[src/rtl/proc_seq_pkg.sv]
// Shared types and constants for the instruction sequencer that feeds proc.
// Holds the FSM state encoding and the opcode field layout of an instruction word.
package proc_seq_pkg;

    typedef enum logic [2:0] {
        IDLE,
        FETCH,
        LATCH_I,
        LATCH_IMM,
        ISSUE,
        EXEC,
        HALT,
        ERROR
    } seq_state_e;

    localparam int OPC_MSB = 15;
    localparam int OPC_LSB = 13;

    localparam logic [2:0] OP_MV   = 3'b000;
    localparam logic [2:0] OP_MVI  = 3'b001;
    localparam logic [2:0] OP_ADD  = 3'b010;
    localparam logic [2:0] OP_SUB  = 3'b011;
    localparam logic [2:0] OP_HALT = 3'b111;

endpackage

[src/rtl/proc_sequencer_watchdog.sv]
// EXEC-phase watchdog: clearable, enabled up-counter with a terminal-count flag.
// tc is high on the enabled cycle whose increment would reach TIMEOUT.
module seq_watchdog #(
    parameter int TIMEOUT = 15
) (
    input  logic clk,
    input  logic rst,
    input  logic clr,
    input  logic en,
    output logic tc
);

    localparam int CNT_W = $clog2(TIMEOUT + 1);
    localparam logic [CNT_W-1:0] TC_VAL  = CNT_W'(TIMEOUT - 1);
    localparam logic [CNT_W-1:0] CNT_MAX = CNT_W'(TIMEOUT);
    localparam logic [CNT_W-1:0] CNT_ONE = CNT_W'(1);

    logic [CNT_W-1:0] count;

    always_ff @(posedge clk) begin
        if (rst) begin
            count <= '0;
        end else if (clr) begin
            count <= '0;
        end else if (en && count != CNT_MAX) begin
            count <= count + CNT_ONE;
        end
    end

    assign tc = en && (count == TC_VAL);

endmodule

[src/rtl/proc_sequencer.sv]
// Autonomous program-ROM sequencer driving proc's DIN/Run/Done handshake.
// state     | meaning
// IDLE      | waiting for Start after reset
// FETCH     | MemAddr = PC presented to the ROM
// LATCH_I   | instruction word captured; mvi also requests its immediate
// LATCH_IMM | immediate word captured
// ISSUE     | instruction on DIN with a single-cycle Run pulse
// EXEC      | operand held on DIN until Done or watchdog expiry
// HALT      | program finished (end address or HALT opcode)
// ERROR     | Done never arrived within TIMEOUT cycles
module proc_sequencer
    import proc_seq_pkg::*;
#(
    parameter int ADDR_W  = 5,
    parameter int DATA_W  = 16,
    parameter int TIMEOUT = 15
) (
    input  logic              Clock,
    input  logic              Reset,
    input  logic              Start,
    input  logic [ADDR_W-1:0] StartAddr,
    input  logic [ADDR_W-1:0] EndAddr,
    output logic [ADDR_W-1:0] MemAddr,
    input  logic [DATA_W-1:0] MemData,
    output logic [DATA_W-1:0] ProcDIN,
    output logic              ProcRun,
    input  logic              ProcDone,
    output logic              Busy,
    output logic              Halted,
    output logic              Error,
    output logic [ADDR_W-1:0] PC,
    output logic [7:0]        InstrCount
);

    localparam logic [ADDR_W-1:0] ADDR_ONE = ADDR_W'(1);
    localparam logic [ADDR_W:0]   TOP_ADDR = {1'b0, {ADDR_W{1'b1}}};

    seq_state_e        state, state_next;
    logic [ADDR_W-1:0] pc, end_addr;
    logic [DATA_W-1:0] instr_reg, imm_reg, din_reg;
    logic [7:0]        instr_count;
    logic [2:0]        mem_opcode;
    logic              instr_is_mvi;
    logic [ADDR_W:0]   last_wide;
    logic [ADDR_W-1:0] last_addr;
    logic              last_word;
    logic              wd_tc;

    assign mem_opcode   = MemData[OPC_MSB:OPC_LSB];
    assign instr_is_mvi = (instr_reg[OPC_MSB:OPC_LSB] == OP_MVI);
    assign last_wide    = {1'b0, pc} + {{ADDR_W{1'b0}}, instr_is_mvi};
    assign last_addr    = last_wide[ADDR_W-1:0];
    // The top of memory is a hard stop: the program never wraps back to word 0.
    assign last_word    = (last_addr == end_addr) || (last_wide >= TOP_ADDR);

    seq_watchdog #(.TIMEOUT(TIMEOUT)) u_watchdog (
        .clk (Clock),
        .rst (Reset),
        .clr (state == ISSUE),
        .en  (state == EXEC),
        .tc  (wd_tc)
    );

    always_comb begin
        state_next = state;
        case (state)
            IDLE, HALT, ERROR: if (Start) state_next = FETCH;
            FETCH:             state_next = LATCH_I;
            LATCH_I: begin
                if (mem_opcode == OP_HALT)     state_next = HALT;
                else if (mem_opcode == OP_MVI) state_next = LATCH_IMM;
                else                           state_next = ISSUE;
            end
            LATCH_IMM:         state_next = ISSUE;
            ISSUE:             state_next = EXEC;
            EXEC: begin
                if (ProcDone)   state_next = last_word ? HALT : FETCH;
                else if (wd_tc) state_next = ERROR;
            end
            default:           state_next = IDLE;
        endcase
    end

    always_ff @(posedge Clock) begin
        if (Reset) begin
            state       <= IDLE;
            pc          <= '0;
            end_addr    <= '0;
            instr_reg   <= '0;
            imm_reg     <= '0;
            din_reg     <= '0;
            instr_count <= '0;
        end else begin
            state <= state_next;
            case (state)
                IDLE, HALT, ERROR: begin
                    if (Start) begin
                        pc          <= StartAddr;
                        end_addr    <= EndAddr;
                        instr_count <= '0;
                    end
                end
                LATCH_I: begin
                    instr_reg <= MemData;
                    if (mem_opcode != OP_HALT) din_reg <= MemData;
                end
                LATCH_IMM: imm_reg <= MemData;
                ISSUE: begin
                    if (instr_is_mvi) din_reg <= imm_reg;
                    if (instr_count != 8'hFF) instr_count <= instr_count + 8'd1;
                end
                EXEC: begin
                    if (ProcDone && !last_word) pc <= last_addr + ADDR_ONE;
                end
                default: ;
            endcase
        end
    end

    // mvi needs its immediate address on the bus while the opcode is still being decoded.
    assign MemAddr    = (state == LATCH_I && mem_opcode == OP_MVI) ? pc + ADDR_ONE : pc;
    assign ProcDIN    = din_reg;
    assign ProcRun    = (state == ISSUE);
    assign Busy       = !(state == IDLE || state == HALT || state == ERROR);
    assign Halted     = (state == HALT);
    assign Error      = (state == ERROR);
    assign PC         = pc;
    assign InstrCount = instr_count;

endmodule

[config.mk]
export PLATFORM = sky130hd
export DESIGN_NAME = proc_sequencer
export DESIGN_NICKNAME = d
export VERILOG_FILES = /design/src/rtl/proc_seq_pkg.sv /design/src/rtl/proc_sequencer_watchdog.sv /design/src/rtl/proc_sequencer.sv
export SDC_FILE = /design/constraint.sdc
export NUM_CORES = 1
export LEC_CHECK = 0
export ABC_AREA = 1
export BUFFER_PORTS_ARGS = -buffer_cell sky130_fd_sc_hd__buf_2
export CORE_ASPECT_RATIO = 0.9
export CORE_MARGIN = 3
export CORE_UTILIZATION = 58
export DETAILED_ROUTE_END_ITERATION = 6
export PLACE_DENSITY_LB_ADDON = 0.15
export SLEW_MARGIN = 20
export SYNTH_ARGS = -nofsm -noshare
export SYNTH_HDL_FRONTEND = slang
export SYNTH_SLANG_ARGS = --single-unit
[constraint.sdc]
create_clock -name Clock -period 3.2 [get_ports Clock]
set_input_delay 0.64 -clock Clock [delete_from_list [all_inputs] [get_ports Clock]]
set_output_delay 0.64 -clock Clock [all_outputs]
set_load 0.05 [all_outputs]
# == Word-level counts from Yosys, hierarchy flattened ==
# Cells that the tools add are included.
# totals
in_bits,30
regBits,73
# op_classes
muxes,17
magnitude_cmp,1
eq_ne,21
reduce_logical,20
n_addsub,5
# op_table
op,n
$mux W16,2
$pmux W16 S2,1
$mux W3,6
$pmux W3 S6,1
$mux W8,2
$pmux W8 S2,1
$eq A3 B3 Y1 const B,5
$mux W5,3
$add A5 B1 Y5 const B,2
$pmux W5 S2,1
$eq A3 B1 Y1 const B,3
$reduce_and A3 Y1,3
$add A8 B1 Y8 const B,1
$ne A8 B8 Y1 const B,1
$add A5 B1 Y6,1
$eq A3 B2 Y1 const B,2
$ge A6 B5 Y1 const B,1
$ne A2 B2 Y1 const B,3
$ne A3 B3 Y1 const B,2
$reduce_bool A2 Y1,3
$eq A5 B5 Y1,1
$add A4 B1 Y4 const B,1
$eq A4 B4 Y1 const B,1
$logic_and A1 B1 Y1,4
other kinds (8),13

# == Longest topological paths before layout ==
# Gate-level depths: netlist (run 1).
# depth
depth_word,8
depth_mapped,15
depth_no_buf,15

# == Hierarchy ==
# From an unflattened synthesis (run 1), not the netlist that was laid out.
# unflattened
cells_unflattened,431
hier_area_um2,3316.9
# modules_own_cells
module,area_each_um2,instances,cells_per_inst
proc_sequencer,3066.7,1,397
seq_watchdog,250.2,1,34

# == Worst setup path after synthesis (run 1) ==
# OpenSTA, ideal clock, no wires.
# synth_path
path_type,input port to output port
from,in MemData[13]
to,out MemAddr[4]
slack_ps,424
stages,7
arrival_ps,2136
path_buffers,0
cell_sequence,inv_1 > nor3_1 > nand2_1 > inv_1 > nand2_1 > nor3_1 > xor2_1
# synth_via
elab_chain_cells,3
# synth_lines
item,line,text
start: declaration,proc_sequencer.sv:24,"input logic [DATA_W-1:0] MemData,"
$eq A3 B1 Y1,proc_sequencer.sv:121,assign MemAddr = (state == LATCH_I && mem_opcode == OP_MVI) ? pc + ADDR_ONE : pc;
$logic_and A1 B1 Y1,proc_sequencer.sv:121,
$mux W5,proc_sequencer.sv:121,
end: declaration,proc_sequencer.sv:23,"output logic [ADDR_W-1:0] MemAddr,"
# Every way passes these cells.

# == Final worst setup path (run 1) ==
# layout_path
from,reg state[1]
to,out MemAddr[4]
# layout_via
elab_chain_cells,3
# layout_lines
item,line,text
start: declaration,proc_sequencer.sv:38,"seq_state_e state, state_next;"
start signal: assignment,proc_sequencer.sv:94,state <= state_next;
$eq A3 B2 Y1,proc_sequencer.sv:121,
$logic_and A1 B1 Y1,proc_sequencer.sv:121,
$mux W5,proc_sequencer.sv:121,
# Every way passes these cells.

==> impl_metrics.py, run 1 <==
metrics = {
    "power": {
        "p_sw_share_pct": 46.83,
        "worst_ir_drop_vdd_v": 0.0006300,
        "clockPowerShare_pct": 23.4,
        "power_density_nw_per_um2": 991.8,
        "report.power.total_mw": 3.591,
        "intPower_mw": 1.909,
        "seqPwrFrac_pct": 31.2,
        "power_leakage_nw": 1.651,
        "p_switching_mw": 1.682,
        "pwr-share-comb_pct": 45.4,
    },
    "yosys": {
        "yosysTopAreaCellShare_pct": 40.00,
        "yosys.area.top_type": "dfxtp_1",
        "ys_warn_count": 0,
        "synth-async-reset-ratio_pct": 0,
        "ys_top_cells_by_count": "nand2_1 (75), dfxtp_1 (60), a21oi_1 (56)",
        "syn_avg_cell_area_um2": 7.049,
        "synth_ff_type": "dfxtp_1",
        "synth.distinct_cells": 31,
        "syn_nets": 464,
        "yosysMostFrequentCell": "nand2_1",
        "synth.top_cells.by_area": "dfxtp_1 (40%), nand2_1 (9.4%), a21oi_1 (9.3%)",
        "ys_ff_latch": 60,
        "syn_inst": 426,
        "synth-edff-count": 0,
        "ys_seq_area_share_pct": 40.00,
        "syn-cell-area_um2": 3003,
    },
    "cts": {
        "cts_max_path_buffers": 2,
        "clk_pin_slew_ns": 0.07,
        "numCtsBuffers": 9,
        "cts_tree": "built",
        "htree_levels": 3,
        "post_cts_buffers": 0,
        "root_buffer": "clkbuf_8",
        "cts_hold_buf": 0,
        "cts_resized": 0,
        "worstSkewPairLatency_ns": 0.34,
        "cts.sinks": 60,
    },
    "timing": {
        "timing.setup.tns_ns": 0,
        "skew_ns": 0.008023,
        "slew_violations": 0,
        "rsz0062_at_grt": "false",
        "worst_pin_slew_ns": 0.6571,
        "setup_viol": 0,
        "hold_violations": 0,
        "maxClockFrequency_ghz": 0.3613,
        "fin_crit_ns": 2.767,
        "fin_crit_sh_pct": 86.48,
        "max_slew_margin_pct": 56.15,
    },
    "routing": {
        "via_per_inst": 5.259,
        "first_iter_violations": 196,
        "first_pass_iters": 4,
        "wl_per_cell_um": 12.68,
        "finalWirelength_um": 7137,
        "drc_errors": 0,
        "num_vias": 2961,
        "antenna_left": 0,
    },
    "cells_and_area": {
        "regArea_um2": 1201,
        "fill_cells": 397,
        "num_antenna_cells": 0,
        "layout-drive-gt1-share_pct": 22.09,
        "multi_input_area_um2": 1499,
        "syn2layout_area_growth_pct": 20.58,
        "final_nets": 531,
    },
    "worst_setup_path": {
        "critPathMaxFanout": 6,
        "cp-start-kind": "flop",
        "critPathRequiredTime_ns": 2.56,
        "arrival_ns": 2.13,
        "worst_setup_path_end_kind": "output pin",
        "critical_path_class": "reg -> out",
    },
    "run_status": {
        "status": "completed",
    },
    "die": {
        "rows": 24,
        "dieArea_um2": 6078,
        "ios": 68,
        "die_w_um": 81.85,
        "die_y_um": 74.26,
        "core_um2": 4925,
        "initial_core_util_pct": 60.98,
    },
    "global_route": {
        "track_usage_pct": 24.33,
        "grt_pass1_vias": 2549,
        "grt-ovfl-total": 0,
        "grt_max_degree": 37,
        "antenna_found_initial": 0,
        "grt_pass1_wl_um": 11520,
    },
    "run": {
        "max-cap-violations": 0,
    },
    "placement": {
        "port-buffer-count": 67,
        "gp_congestion": 0.9300,
        "hpwl_um": 5195,
    },
    "hold_path": {
        "worstHoldPathType": "reg -> reg",
    },
}
==> metrics by stage <==
step / instance area (um2) / hold slack [ns] / util [%] / setup slack [ns] / std cells
2_1_floorplan: 3003 / 0.4245 / - / 0.4238 / 426
3_3_place_gp: 3372 / 0.4299 / 68.47 / 0.6230 / 547
3_5_place_dp: 3372 / 0.4359 / 68.47 / 0.5305 / 547
4_1_cts: 3621 / 0.4467 / 73.53 / 0.4257 / 563
5_1_grt: 3621 / 0.4597 / 73.53 / 0.2771 / 563
6_report: 3621 / 0.4433 / 73.53 / 0.4326 / 563
==> final cells by class <==
cell class / instances / share of cell area (%)
Multi-Input combinational cell: 290 / 41.40
Sequential cell: 60 / 33.17
Timing Repair Buffer: 70 / 9.883
Inverter: 62 / 6.427
Clock buffer: 10 / 3.801
Clock inverter: 6 / 3.075
Tap cell: 65 / 2.246
==> cell families after synthesis <==
kind of cell / synth area share, %
muxes: 0.6667
AOI/OAI and AO/OA: 22.25
buffers and inverters: 10.08
and+or+nand+nor: 21.33
DFF: 40.00
adders and majority gates: 3.333
xor gates and xnor gates: 2.333
==> metal layers <==
layer  vias to the layer above  wire length, um  track usage (%)
met4                         0               78            7.196
li1                       1529                -                -
met1                      1316             3337            34.39
met3                        11              515            6.174
met5                         -                0                0
met2                       105             3206            36.77
==> power by group through the flow <==
stage	Sequential, mW	Combinational [mW]	Clock, mW
floorplan	1.54	0.858	0
global placement	1.12	1.60	0
detailed placement	1.13	1.62	0
CTS	1.12	1.63	0.851
global route	1.15	1.77	0.886
finish	1.12	1.63	0.841
==> worst max-delay path, cell delays in order, from the launching register on <==
cell and delay, ns:
dfxtp_1 0.45, inv_2 0.07, nor2_2 0.09, nand2_2 0.10, inv_2 0.09, nand2_1 0.12, inv_1 0.15, nand2_1 0.11
nor3_1 0.19, xor2_1 0.15, buf_2 0.27
==> final timing paths <==
path                 start         end  slack [ns]  depth (start not counted)
min             ProcDIN[7]  ProcDIN[7]        0.44                          2
min reg2reg     ProcDIN[7]  ProcDIN[7]        0.44                          2
max reg2reg  instr_reg[15]       PC[0]        0.97                         13
max               state[1]  MemAddr[4]        0.43                         10
==> cell usage in the layout, fill, tap and decap left out, types with 3 or more instances in the layout <==
cell and count:
a21oi_1 56, buf_2 67, buf_4 3, bufinv_16 3, clkbuf_8 10, dfxtp_1 60
ha_1 8, inv_1 54, inv_2 8, nand2_1 75, nand2_2 3, nand3_1 21
nand3b_1 3, nor2_1 25, nor2_2 5, nor3_1 7, o21ai_0 47, o21ai_1 16
xnor2_1 3, xor2_1 5
Note: power is estimated with default switching activity, not from simulation.
==> run 2, diff against run 1 <==
==> constraint.sdc (replaced) <==
create_clock -name Clock -period 3.2 [get_ports Clock]
set_input_delay 0.64 -clock Clock [delete_from_list [all_inputs] [get_ports Clock]]
set_output_delay 0.64 -clock Clock [all_outputs]
set_load 0.1 [all_outputs]
==> impl_metrics.py, run 2 (synthesis gave the netlist of run 1 again) <==
metrics = {
    "run_status": {
        "status": "completed",
    },
    "die": {
        "dieArea_um2": 6078,
        "die_y_um": 74.26,
        "core_um2": 4925,
        "initial_core_util_pct": 60.98,
        "rows": 24,
        "ios": 68,
        "die_w_um": 81.85,
    },
    "routing": {
        "first_iter_violations": 149,
        "via_per_inst": 5.165,
        "first_pass_iters": 4,
        "wl_per_cell_um": 12.62,
        "num_vias": 2903,
        "drc_errors": 0,
        "finalWirelength_um": 7094,
        "antenna_left": 0,
    },
    "cells_and_area": {
        "final_util_pct": 72.97,
        "stdcell_count": 562,
        "syn2layout_area_growth_pct": 19.67,
        "layout-drive-gt1-share_pct": 21.93,
        "final_cell_mix": "nand2_1 (75), buf_2 (66), dfxtp_1 (60)",
        "final_nets": 531,
        "mostFrequentLayoutCell": "nand2_1",
        "num_antenna_cells": 0,
    },
    "worst_setup_path": {
        "cp-start-kind": "flop",
        "critPathSlowestCell": "dfxtp_1",
        "r2r_start": "instr_reg[15]",
        "arrival_ns": 2.19,
        "cp_cell_sequence": "inv_2 -> nor2_2 -> nand2_2 -> inv_2 -> nand2_1 -> inv_1 -> nand2_1 -> nor3_1 -> xor2_2 -> buf_12",
        "rrSetupSlack_ns": 0.85,
        "critPathMaxFanout": 6,
        "cpPeakStageDelay_ns": 0.44,
        "ff2ff_path_depth": 13,
        "worst_setup_path_end_kind": "output pin",
        "critPathRequiredTime_ns": 2.56,
        "critical_path_class": "reg -> out",
        "regToRegEndpoint": "PC[0]",
    },
    "timing": {
        "slew_violations": 0,
        "fin_crit_ns": 2.835,
        "worst_pin_slew_ns": 0.6707,
        "hold_violations": 0,
        "setup_viol": 0,
        "skew_ns": 0.006639,
        "maxClockFrequency_ghz": 0.3528,
        "fin_crit_sh_pct": 88.59,
        "max_slew_margin_pct": 55.24,
        "timing.setup.tns_ns": 0,
        "rsz0062_at_grt": "false",
        "timing.final.ws_setup_ns": 0.3651,
    },
    "hold_path": {
        "whs_path_depth": 2,
        "hold_end": "ProcDIN[6]",
        "hp-start": "ProcDIN[6]",
        "worstHoldPathType": "reg -> reg",
    },
    "power": {
        "worst_ir_drop_vdd_v": 0.0007427,
        "report.power.total_mw": 4.042,
        "power_density_nw_per_um2": 1125,
        "power_leakage_nw": 1.630,
    },
    "cts": {
        "clk_pin_slew_ns": 0.06,
        "cts_max_path_buffers": 2,
        "cts.sinks": 60,
        "numCtsBuffers": 9,
        "cts_tree": "built",
        "cts_resized": 0,
        "root_buffer": "clkbuf_8",
        "htree_levels": 3,
        "cts_hold_buf": 0,
        "worstSkewPairLatency_ns": 0.33,
        "post_cts_buffers": 0,
    },
    "global_route": {
        "grt_pass1_wl_um": 11660,
        "track_usage_pct": 24.62,
        "grt-ovfl-total": 0,
        "antenna_found_initial": 0,
        "grt_max_degree": 37,
        "grt_pass1_vias": 2587,
    },
    "placement": {
        "detailedPlace.worstSlack_ns": 0.4242,
        "port-buffer-count": 67,
        "gp_congestion": 0.9460,
        "hpwl_um": 5138,
        "dp_cells": 547,
    },
    "run": {
        "max-cap-violations": 0,
    },
}
[run 2: changes by cell type in the layout (fill, tap and decap cells not counted), sizes merged]
cell      change
bufinv        -2
clkbuf        +3
clkinv        -1
clkinvlp      -1
[run 2: worst max path at each step]
stage / start / to / slack, ns / cells after the start
after floorplan: MemData[13] / MemAddr[0] / -0.02 / 4
after global placement: MemData[15] / MemAddr[4] / 0.53 / 8
after detailed placement: MemData[13] / MemAddr[4] / 0.42 / 9
after CTS: state[1] / MemAddr[4] / 0.36 / 10
after global routing: state[1] / MemAddr[4] / 0.13 / 10
final: state[1] / MemAddr[4] / 0.37 / 10
[run 2: power by group]
| group | leakage [nW] | internal [mW] | switching [mW] | total, mW |
|---|---|---|---|---|
| clock network | 0.0935 | 0.376 | 0.269 | 0.646 |
| logic | 1.05 | 0.431 | 1.84 | 2.27 |
| registers | 0.488 | 0.958 | 0.164 | 1.12 |
| total | 1.63 | 1.77 | 2.28 | 4.04 |
[run 2: layout make-up]
type,instances,area [um2]
Clock inverter,2,35.03
Inverter,62,232.7
Tap cell,65,81.33
Sequential cell,60,1201
Timing Repair Buffer,70,372.9
Fill cell,420,1331
Multi-Input combinational cell,290,1521
Clock buffer,13,148.9
[run 2: worst max-delay path, delay by kind of cell, from the launching register on]
| kind | cells | cell delay (ns) |
|---|---|---|
| simple gates | 5 | 0.70 |
| buf+inv | 4 | 0.51 |
| xor+xnor | 1 | 0.21 |
| flops | 1 | 0.44 |
[run 2: metal layers]
layer	global-route usage [%]	vias to the layer above	routed length, um
li1	-	1522	-
met4	6.458	0	82
met2	36.77	95	3064
met5	0	-	0
met3	7.022	10	502
met1	35.05	1276	3444
[run 2: metrics by stage]
step,hold slack (ns),cell area (um2)
2_1_floorplan,0.4245,3025
3_3_place_gp,0.4292,3410
3_5_place_dp,0.4341,3410
4_1_cts,0.4439,3593
5_1_grt,0.4544,3593
6_report,0.4394,3593
==> run 3, diff against run 2 <==
Settings changed: CORE_UTILIZATION 58 to 54.
Clock period 3.2 ns to 2.75 ns, I/O delays scaled along.
==> impl_metrics.py, run 3 (synthesis gave the netlist of run 1 again) <==
metrics = {
    "run_status": {
        "status": "completed",
    },
    "cts": {
        "cts_tree": "built",
        "cts.sinks": 60,
        "clk_pin_slew_ns": 0.06,
        "post_cts_buffers": 0,
        "root_buffer": "clkbuf_8",
        "worstSkewPairLatency_ns": 0.34,
        "cts_hold_buf": 0,
        "htree_levels": 3,
        "numCtsBuffers": 9,
        "cts_max_path_buffers": 2,
    },
    "routing": {
        "first_iter_violations": 189,
        "finalWirelength_um": 7088,
        "met2WireLength_um": 3106,
        "met3_wirelength_um": 421,
        "drc_errors": 0,
        "wl_per_cell_um": 12.52,
        "top_layer": "met4",
        "first_pass_iters": 4,
        "antenna_left": 0,
        "via_per_inst": 5.155,
        "num_vias": 2918,
        "wl_met1_um": 3454,
    },
    "worst_setup_path": {
        "critical-path-top-delay-family": "simple AND/OR/NAND/NOR gates",
        "worst_setup_path_end_kind": "output pin",
        "arrival_ns": 2.07,
        "critical_path_class": "in -> out",
        "critPathSlowestCell": "nor3_1",
        "cp_cell_sequence": "buf_2 -> inv_1 -> nor3_1 -> nand2_2 -> inv_2 -> nand2_1 -> nor3_1 -> buf_4 -> xor2_4 -> buf_12",
        "crit_buf_inv": 5,
        "critPathRequiredTime_ns": 2.20,
        "cpPeakStageDelay_ns": 0.30,
        "critPathMaxFanout": 4,
        "cp-start-kind": "input port",
        "cp_common_cell": "nor3_1",
    },
    "cells_and_area": {
        "num_antenna_cells": 0,
        "post-route-cell-area_um2": 3670,
        "fill_cells": 465,
        "final_nets": 533,
        "mostFrequentLayoutCell": "nand2_1",
        "syn2layout_area_growth_pct": 22.21,
        "stdcell_count": 566,
        "layout-drive-gt1-share_pct": 23.65,
        "final_util_pct": 69.01,
        "final_cell_mix": "nand2_1 (74), buf_2 (64), dfxtp_1 (59)",
        "multi_input_area_um2": 1543,
        "regArea_um2": 1202,
    },
    "global_route": {
        "grt-ovfl-total": 0,
        "grt_max_degree": 37,
        "grt_pass1_wl_um": 12290,
        "track_usage_pct": 23.10,
        "antenna_found_initial": 0,
        "grt_pass1_vias": 2745,
    },
    "run": {
        "max-cap-violations": 0,
    },
    "timing": {
        "fin_crit_ns": 2.622,
        "max_slew_margin_pct": 55.35,
        "skew_ns": 0.005598,
        "worst_pin_slew_ns": 0.6690,
        "setup_viol": 0,
        "rsz0062_at_grt": "false",
        "timing.setup.tns_ns": 0,
        "fin_crit_sh_pct": 95.33,
        "hold_violations": 0,
        "maxClockFrequency_ghz": 0.3814,
        "slew_violations": 0,
    },
    "placement": {
        "hpwl_um": 5305,
        "gp_congestion": 0.9052,
        "place_area_um2": 3476,
        "port-buffer-count": 67,
        "dp_cells": 551,
    },
    "hold_path": {
        "worstHoldPathType": "in -> reg",
    },
    "power": {
        "worst_ir_drop_vdd_v": 0.0008671,
        "power_density_nw_per_um2": 1300,
        "power_leakage_nw": 1.660,
    },
    "die": {
        "rows": 25,
        "dieArea_um2": 6493,
        "die_y_um": 76.75,
        "ios": 68,
        "die_w_um": 84.61,
        "core_um2": 5318,
        "initial_core_util_pct": 56.47,
    },
}
run 3: changes by cell type in the layout (fill, tap and decap cells not counted), moves of 2 or more:
cell      delta
buf_12       +2
buf_2        -2
buf_4        +2
clkbuf_1     -3
clkinv_2     +2
run 3: timing repair:
action                     4_1_cts  5_1_grt
pin swaps                        0        0
gates cloned                     0        0
gates resized for setup          1        2
setup endpoints to repair        1        1
hold endpoints to repair         0        0
run 3: worst paths after layout:
kind            startpoint           to  slack, ns  cells after the start
max            MemData[13]   MemAddr[4]       0.13                     10
min             EndAddr[4]  end_addr[4]       0.43                      3
max reg2reg  instr_reg[15]        PC[2]       0.41                     12
min reg2reg    ProcDIN[15]  ProcDIN[15]       0.44                      2
run 3: routing by layer:
layer,up-vias,GRT usage [%]
met1,1297,31.55
met4,0,8.070
met2,76,35.37
li1,1533,-
met5,-,0
met3,12,5.908
run 3: worst min-delay path, cell delays in order:
cell and delay, ns:
buf_2 0.08, nor2_1 0.03, nor2_1 0.08
run 3: through the flow:
| step | hold slack [ns] | power (mW) | setup slack (ns) |
|---|---|---|---|
| after detailed placement | 0.4318 | 4.000 | 0.07277 |
| after global routing | 0.4620 | 5.031 | 0.02243 |
| after CTS | 0.4293 | 4.781 | 0.03410 |
| after global placement | 0.4298 | 3.965 | 0.2442 |
| after floorplan | 0.4245 | 3.537 | -0.2358 |
| final | 0.4345 | 4.770 | 0.1283 |
run 3: cell type report:
cell class / instances / share of cell area, %
multi-input combinational: 290 / 42.04
sequential: 60 / 32.76
timing repair buffer: 72 / 11.39
inverter: 62 / 6.342
clock buffer: 10 / 3.750
tap: 67 / 2.284
clock inverter: 5 / 1.432
run 3: power breakdown:
part / switching [mW] / total, mW / internal, mW
clock network: 0.342 / 0.775 / 0.433
logic: 2.15 / 2.69 / 0.542
registers: 0.187 / 1.30 / 1.12
total: 2.68 / 4.77 / 2.09
